--- config.mk ---
export PLATFORM = sky130hd
export DESIGN_NAME = muldiv_unit_flat
export DESIGN_NICKNAME = d
export VERILOG_FILES = /design/src/rtl/muldiv_if.sv /design/src/rtl/muldiv_unit.sv /design/src/flat_wrapper.sv
export SDC_FILE = /design/constraint.sdc
export NUM_CORES = 1
export LEC_CHECK = 0
export CAP_MARGIN = 25
export CORE_UTILIZATION = 55
export CTS_CLUSTER_DIAMETER = 200
export DETAILED_ROUTE_END_ITERATION = 10
export PLACE_DENSITY = 0.89
export SYNTH_ARGS = -nofsm -noshare
export SYNTH_HDL_FRONTEND = slang
export SYNTH_SLANG_ARGS = --single-unit
--- constraint.sdc ---
create_clock -name clk -period 3.1 [get_ports clk]
set_clock_uncertainty 0.05 [all_clocks]
set_input_delay 0.62 -clock clk [delete_from_list [all_inputs] [get_ports clk]]
set_output_delay 0.62 -clock clk [all_outputs]
set_load 0.01 [all_outputs]
--- src/rtl/muldiv_if.sv ---
// ============================================================================
// Module      : muldiv_if
// Description : Request/response bundle between the execute stage and the
//               iterative multiply/divide unit.
// Revision    : 1.0 - initial release
// ============================================================================
`default_nettype none

interface muldiv_if #(
   parameter int XLEN = 32
);
   logic            start;
   logic [2:0]      op;
   logic [XLEN-1:0] a;
   logic [XLEN-1:0] b;
   logic [4:0]      rd_in;
   logic            kill;
   logic            busy;
   logic            done;
   logic [XLEN-1:0] result;
   logic [4:0]      rd_out;
   logic            wr_en;

   modport master (
      output start, op, a, b, rd_in, kill,
      input  busy, done, result, rd_out, wr_en
   );

   modport slave (
      input  start, op, a, b, rd_in, kill,
      output busy, done, result, rd_out, wr_en
   );
endinterface

`default_nettype wire

--- src/rtl/muldiv_unit.sv ---
// ============================================================================
// Module      : muldiv_unit
// Description : Iterative RV32M multiply/divide, fixed 33-cycle latency.
// Revision    : 1.0 - initial release
// ============================================================================
`default_nettype none

module muldiv_unit #(
   parameter int XLEN = 32
) (
   input  wire logic clk,
   input  wire logic rst_n,
   muldiv_if.slave   bus
);
   localparam int CW = $clog2(XLEN);

   localparam logic [1:0] S_IDLE = 2'd0;
   localparam logic [1:0] S_CALC = 2'd1;
   localparam logic [1:0] S_FIX  = 2'd2;
   localparam logic [1:0] S_DONE = 2'd3;

   localparam logic [2:0] OP_MUL    = 3'b000;
   localparam logic [2:0] OP_MULH   = 3'b001;
   localparam logic [2:0] OP_MULHSU = 3'b010;
   localparam logic [2:0] OP_MULHU  = 3'b011;
   localparam logic [2:0] OP_DIV    = 3'b100;
   localparam logic [2:0] OP_DIVU   = 3'b101;
   localparam logic [2:0] OP_REM    = 3'b110;
   localparam logic [2:0] OP_REMU   = 3'b111;

   logic [1:0]        r_state;
   logic [1:0]        w_next;
   logic [CW-1:0]     r_cnt;
   logic [2:0]        r_op;
   logic [XLEN-1:0]   r_a;
   logic [XLEN-1:0]   r_b;
   logic              r_neg_a;
   logic              r_neg_b;
   logic [4:0]        r_rd;
   logic [2*XLEN-1:0] r_acc;
   logic [XLEN-1:0]   r_opnd;
   logic [XLEN-1:0]   r_result;

   logic              w_accept;
   logic              w_busy;
   logic              w_done;
   logic              w_sa;
   logic              w_sb;
   logic [XLEN-1:0]   w_mag_a;
   logic [XLEN-1:0]   w_mag_b;
   logic [XLEN:0]     w_msum;
   logic [2*XLEN-1:0] w_mul_nxt;
   logic [XLEN:0]     w_dshift;
   logic [XLEN:0]     w_ddiff;
   logic [2*XLEN-1:0] w_div_nxt;
   logic [2*XLEN-1:0] w_prod;
   logic [XLEN-1:0]   w_quo;
   logic [XLEN-1:0]   w_rem;
   logic              w_bzero;
   logic              w_ovf;
   logic [XLEN-1:0]   w_fix;

   assign w_accept = bus.start && !bus.kill && ((r_state == S_IDLE) || (r_state == S_DONE));

   always_ff @(posedge clk or negedge rst_n) begin
      if (!rst_n) begin
         r_state <= S_IDLE;
      end else begin
         r_state <= w_next;
      end
   end

   always_comb begin
      w_next = r_state;
      case (r_state)
         S_IDLE:  if (w_accept) w_next = S_CALC;
         S_CALC:  if (r_cnt == CW'(XLEN - 1)) w_next = S_FIX;
         S_FIX:   w_next = S_DONE;
         S_DONE:  w_next = w_accept ? S_CALC : S_IDLE;
         default: w_next = S_IDLE;
      endcase
      if (bus.kill) w_next = S_IDLE;
   end

   always_comb begin
      w_busy = 1'b0;
      w_done = 1'b0;
      case (r_state)
         S_CALC:  w_busy = 1'b1;
         S_FIX:   w_busy = 1'b1;
         S_DONE:  w_done = 1'b1;
         default: ;
      endcase
   end

   // Operand signs only matter for the ops that interpret that operand as signed.
   assign w_sa    = bus.a[XLEN-1] && ((bus.op == OP_MULH) || (bus.op == OP_MULHSU) ||
                                      (bus.op == OP_DIV)  || (bus.op == OP_REM));
   assign w_sb    = bus.b[XLEN-1] && ((bus.op == OP_MULH) || (bus.op == OP_DIV) ||
                                      (bus.op == OP_REM));
   assign w_mag_a = w_sa ? -bus.a : bus.a;
   assign w_mag_b = w_sb ? -bus.b : bus.b;

   // Multiply: {hi,lo} with the multiplier in lo, add-then-shift-right.
   assign w_msum    = {1'b0, r_acc[2*XLEN-1:XLEN]} + (r_acc[0] ? {1'b0, r_opnd} : '0);
   assign w_mul_nxt = {w_msum, r_acc[XLEN-1:1]};

   // Divide: {remainder, quotient}; the dividend shifts out of the quotient half.
   assign w_dshift  = {r_acc[2*XLEN-1:XLEN], r_acc[XLEN-1]};
   assign w_ddiff   = w_dshift - {1'b0, r_opnd};
   assign w_div_nxt = w_ddiff[XLEN] ? {w_dshift[XLEN-1:0], r_acc[XLEN-2:0], 1'b0}
                                    : {w_ddiff[XLEN-1:0],  r_acc[XLEN-2:0], 1'b1};

   assign w_prod  = (r_neg_a ^ r_neg_b) ? -r_acc : r_acc;
   assign w_quo   = (r_neg_a ^ r_neg_b) ? -r_acc[XLEN-1:0] : r_acc[XLEN-1:0];
   assign w_rem   = r_neg_a ? -r_acc[2*XLEN-1:XLEN] : r_acc[2*XLEN-1:XLEN];
   assign w_bzero = (r_b == '0);
   assign w_ovf   = (r_a == {1'b1, {(XLEN-1){1'b0}}}) && (r_b == '1);

   always_comb begin
      w_fix = '0;
      case (r_op)
         OP_MUL:                      w_fix = w_prod[XLEN-1:0];
         OP_MULH, OP_MULHSU, OP_MULHU: w_fix = w_prod[2*XLEN-1:XLEN];
         OP_DIV, OP_DIVU: begin
            if (w_bzero)                     w_fix = '1;
            else if (r_op == OP_DIV && w_ovf) w_fix = {1'b1, {(XLEN-1){1'b0}}};
            else                             w_fix = w_quo;
         end
         default: begin
            if (w_bzero)                     w_fix = r_a;
            else if (r_op == OP_REM && w_ovf) w_fix = '0;
            else                             w_fix = w_rem;
         end
      endcase
   end

   always_ff @(posedge clk or negedge rst_n) begin
      if (!rst_n) begin
         r_cnt    <= '0;
         r_op     <= '0;
         r_a      <= '0;
         r_b      <= '0;
         r_neg_a  <= 1'b0;
         r_neg_b  <= 1'b0;
         r_rd     <= '0;
         r_acc    <= '0;
         r_opnd   <= '0;
         r_result <= '0;
      end else if (w_accept) begin
         r_cnt   <= '0;
         r_op    <= bus.op;
         r_a     <= bus.a;
         r_b     <= bus.b;
         r_neg_a <= w_sa;
         r_neg_b <= w_sb;
         r_rd    <= bus.rd_in;
         r_acc   <= bus.op[2] ? {{XLEN{1'b0}}, w_mag_a} : {{XLEN{1'b0}}, w_mag_b};
         r_opnd  <= bus.op[2] ? w_mag_b : w_mag_a;
      end else if (r_state == S_CALC) begin
         r_acc <= r_op[2] ? w_div_nxt : w_mul_nxt;
         r_cnt <= r_cnt + 1'b1;
      end else if (r_state == S_FIX && !bus.kill) begin
         r_result <= w_fix;
      end
   end

   assign bus.busy   = w_busy;
   assign bus.done   = w_done;
   assign bus.result = r_result;
   assign bus.rd_out = r_rd;
   assign bus.wr_en  = w_done && (r_rd != 5'd0);

endmodule

`default_nettype wire

--- src/flat_wrapper.sv ---
// flat-port wrapper written by rule: the top's interface ports become plain ports
module muldiv_unit_flat 
#(
   parameter int XLEN = 32
)
  (clk, rst_n, bus_start, bus_op, bus_a, bus_b, bus_rd_in, bus_kill, bus_busy, bus_done, bus_result, bus_rd_out, bus_wr_en);
  muldiv_if #(.XLEN(XLEN)) bus_i ();
  input  wire logic clk;
  input  wire logic rst_n;
  input wire logic [$bits(bus_i.start)-1:0] bus_start;
  input wire logic [$bits(bus_i.op)-1:0] bus_op;
  input wire logic [$bits(bus_i.a)-1:0] bus_a;
  input wire logic [$bits(bus_i.b)-1:0] bus_b;
  input wire logic [$bits(bus_i.rd_in)-1:0] bus_rd_in;
  input wire logic [$bits(bus_i.kill)-1:0] bus_kill;
  output wire logic [$bits(bus_i.busy)-1:0] bus_busy;
  output wire logic [$bits(bus_i.done)-1:0] bus_done;
  output wire logic [$bits(bus_i.result)-1:0] bus_result;
  output wire logic [$bits(bus_i.rd_out)-1:0] bus_rd_out;
  output wire logic [$bits(bus_i.wr_en)-1:0] bus_wr_en;
  assign bus_i.start = bus_start;
  assign bus_i.op = bus_op;
  assign bus_i.a = bus_a;
  assign bus_i.b = bus_b;
  assign bus_i.rd_in = bus_rd_in;
  assign bus_i.kill = bus_kill;
  assign bus_busy = bus_i.busy;
  assign bus_done = bus_i.done;
  assign bus_result = bus_i.result;
  assign bus_rd_out = bus_i.rd_out;
  assign bus_wr_en = bus_i.wr_en;
  muldiv_unit #(.XLEN(XLEN)) u_core (.clk(clk), .rst_n(rst_n), .bus(bus_i));
endmodule
==> results.py <==
metrics = {
    "placed_design": {
        "dpl_worst_slack_ns": -0.5065,
        "port_buffers": 115,
        "gp_congestion": 1.045,
        "hpwl_um": 57610,
    },
    "grt": {
        "use_met1_pct": 59.63,
        "overflow": 0,
        "met2_usage_pct": 68.48,
        "grt_busiest_layer": "met2",
        "grtUsageTotal_pct": 45.22,
        "antenna_found_initial": 1,
        "grt_pass1_vias": 18910,
        "use_met3_pct": 10.16,
        "grt_max_degree": 135,
        "grt_first_pass_wirelength_um": 112600,
    },
    "floorplanning": {
        "die_area_sq_um": 32770,
        "die_w_um": 181.0,
        "fp-row-count": 65,
        "fp.coreArea_sq_um": 31560,
        "die_h_um": 181.0,
        "start_util_pct": 55.87,
        "ioPinCount": 116,
    },
    "timing": {
        "finalCritPeriodShare_pct": 101.7,
        "worst-slew-pin-transition_ns": 0.8147,
        "hold_viol": 0,
        "slew_violations": 0,
        "timing.final.setup_violations": 17,
        "slew_headroom_pct": 45.69,
        "fin_crit_ns": 3.152,
        "timing.fmax_ghz": 0.3173,
        "fin_ws_ns": -0.05175,
        "rsz0062_at_grt": "yes",
    },
    "logic_synthesis": {
        "ys_async_sr_fraction_pct": 100.0,
        "synth_flop_cell": "dfrtp_1",
        "synth_top_area_cell": "dfrtp_1",
        "synth_area_leaders": "dfrtp_1 (30%), nand2_1 (7.9%), xor2_1 (5.3%), ha_1 (5.3%), xnor2_1 (4.9%)",
        "avgSynthCellArea_sq_um": 7.698,
        "synth-seq-cells": 209,
        "syn-instance-count": 2290,
        "netlist_area_sq_um": 17630,
        "yosysSeqAreaShare_pct": 29.67,
        "synth_edf_count": 0,
        "synth_cell_types": 83,
        "yosys_warnings": 0,
        "synth_nets": 2442,
        "yosys.area.top_type_share_pct": 29.67,
    },
    "critical_path": {
        "critPathRequiredTime_ns": 3.47,
        "cp_max_fo": 6,
        "path_cells": "or4_4, nor4_4, buf_4, nand4_1, or4_4, nand3_4, nand2_8, buf_16, a221oi_2, buf_4, o31ai_2",
        "reg2reg_depth": 11,
        "crit_path_start": "u_core.r_a[6]",
        "worstReg2RegStart": "u_core.r_a[6]",
        "worstPathArrival_ns": 3.52,
        "cp-end-kind": "flip-flop",
        "start_kind": "flip-flop",
        "worst-setup-path-type": "flip-flop to flip-flop",
        "max_stage_delay_ns": 0.55,
        "critPathSlowestCell": "or4_4",
        "rr_endpoint": "u_core.bus.result[13]",
        "worstSetupEndpoint": "u_core.bus.result[13]",
        "rrSetupSlack_ns": -0.05,
    },
    "power_and_ir_drop": {
        "combPwrFrac_pct": 72.3,
        "internal_power_mw": 15.03,
        "p_sw_mw": 15.06,
        "power_mw": 30.10,
        "power.density_nw_per_um2": 1256,
        "irDropWorstVdd_uv": 704.6,
        "switching_share_pct": 50.05,
        "pwr-share-clk_pct": 10.1,
        "seqPwrFrac_pct": 17.6,
        "p_leak_nw": 10.85,
    },
    "route": {
        "routedWlPerCell_um": 24.95,
        "drt_iter0_drc": 2391,
        "wirelength_um": 77050,
        "drcViolationCount": 0,
        "firstDrtPassIters": 6,
        "vias": 20360,
        "ant_nets": 0,
        "viasPerCell": 6.593,
    },
    "clocking": {
        "clkLatencyLatePin_ns": 0.58,
        "cts_sinks": 209,
        "cts.clk_slew.worst_paths_ns": 0.07,
        "cts_buffers": 24,
        "cts_tree": "yes",
        "h-tree-depth": 1,
        "cts-root-buf": "clkbuf_16",
        "max-clock-path-buffers": 3,
    },
    "run": {
        "maxCapViolations": 0,
    },
    "hold_path": {
        "holdCritPathClass": "flip-flop to flip-flop",
    },
    "run_status": {
        "status": "complete, but fails checks",
        "violations": "negative setup slack",
    },
    "final_layout": {
        "drive_gt1_share_pct": 23.61,
        "layout_commonest_cell": "buf_4",
        "nets": 2822,
        "area_delta_synth_final_pct": 35.88,
        "final_cell_mix": "buf_4 (368), nand2_1 (367), dfrtp_1 (205)",
    },
}
==> cell usage after synthesis (5+ instances only) <==
| cell | number |
|---|---|
| or3_1 | 14 |
| dfrtp_1 | 209 |
| buf_1 | 7 |
| and4_1 | 5 |
| mux2i_1 | 51 |
| a21oi_1 | 163 |
| ha_1 | 74 |
| o211ai_1 | 44 |
| nor3_1 | 55 |
| nor2b_1 | 8 |
| nand2b_1 | 25 |
| o21ai_0 | 165 |
| a21o_1 | 44 |
| or4_1 | 14 |
| o22ai_1 | 12 |
| nor2_1 | 198 |
| buf_2 | 5 |
| a22oi_1 | 12 |
| o21a_1 | 13 |
| nor4_1 | 38 |
| and2_1 | 13 |
| o31ai_1 | 46 |
| a211oi_1 | 29 |
| nand2_1 | 371 |
| nand3_1 | 27 |
| inv_1 | 76 |
| a31oi_1 | 20 |
| nand4_1 | 23 |
| o21bai_1 | 8 |
| a221oi_1 | 40 |
| or2_2 | 8 |
| a41oi_1 | 5 |
| o41ai_1 | 8 |
| xor2_1 | 106 |
| nand3b_1 | 6 |
| a211o_1 | 5 |
| a32oi_1 | 7 |
| and3_1 | 8 |
| clkbuf_1 | 148 |
| xnor2_1 | 98 |
| o221ai_1 | 9 |
==> state kept, by name, summed over array words and instances (netlist names) <==
name               flops
u_core.r_cnt           5
u_core.r_b            32
u_core.r_state         2
u_core.r_opnd         32
u_core.r_acc          64
u_core.bus.rd_out      5
u_core.r_op            3
u_core.r_a            32
u_core.bus.result     32
u_core.r_neg_b         1
u_core.r_neg_a         1
==> power by group through the flow <==
stage	Sequential, mW	Clock [mW]	Combinational (mW)
6_report	5.31	3.03	21.8
5_1_grt	5.36	3.14	22.8
4_1_cts	5.15	3.02	19.6
3_5_place_dp	5.17	0	18.1
3_3_place_gp	5.11	0	17.9
2_1_floorplan	4.88	0	10.4
==> area by class of cell <==
type	count	area (sq um)
multi-input combinational	1841	12660
fill	2302	7600
sequential	209	5235
timing repair buffer	516	4431
clock buffer	32	680.7
tap	402	503.0
inverter	78	297.8
clock inverter	9	145.1
antenna	1	2.502
==> repair_timing <==
item,in CTS,in global routing
gates cloned,3,3
hold endpoints to repair,19,0
setup buffers,4,22
endpoints found under the setup margin,62,90
pin swaps,56,81
hold buffers,1,0
gates resized for setup,91,165
==> kinds of logic (layout without fill, tap and decap cells) <==
family          after synthesis  in the layout  synth area share [%]
simple gates                832            832                 21.60
compound gates              675            675                 24.82
buf+inv                     240            635                 5.209
flops                       209            209                 29.67
xor+xnor                    204            204                 10.13
fa+ha+maj                    76             76                 5.479
mux                          54             54                 3.087
other cells                   0              1                     0
==> worst max-delay path: cells and delay by family, from the launching register on <==
| family | cells | cell delay [ns] |
|---|---|---|
| buffers and inverters | 3 | 0.51 |
| AND/OR/NAND/NOR | 6 | 1.75 |
| flip-flops | 1 | 0.38 |
| AO/OA/AOI/OAI | 2 | 0.28 |
==> layer usage <==
metal	part of all wire, %	vias to the layer above
li1	-	8969
met5	0	-
met3	12	310
met4	7.1	0
met1	38	9731
met2	43	1348
==> per-stage QoR <==
step	cell area [sq um]	util [%]	hold slack [ns]	setup TNS, ns	instances
after floorplan	17630	-	0.2744	0	2290
after detailed placement	21670	68.67	0.4201	-21.50	3025
final	23960	75.92	0.4307	-0.4293	3088
after global routing	23950	75.91	0.4460	-2.856	3087
after CTS	23070	73.11	0.4330	-1.746	3064
after global placement	21670	68.67	0.4113	-15.10	3025
==> worst min-delay path by stage <==
stage               slack (ns)                   from  cells past startpoint               endpoint
floorplan                 0.27                  rst_n                      0   u_core.bus.rd_out[0]
global placement          0.41  u_core.bus.result[25]                      2  u_core.bus.result[25]
detailed placement        0.42  u_core.bus.result[16]                      2  u_core.bus.result[16]
CTS                       0.43  u_core.bus.result[16]                      2  u_core.bus.result[16]
global route              0.45  u_core.bus.result[16]                      2  u_core.bus.result[16]
finish                    0.43  u_core.bus.result[16]                      2  u_core.bus.result[16]
Power figures use the tool's default switching activity.
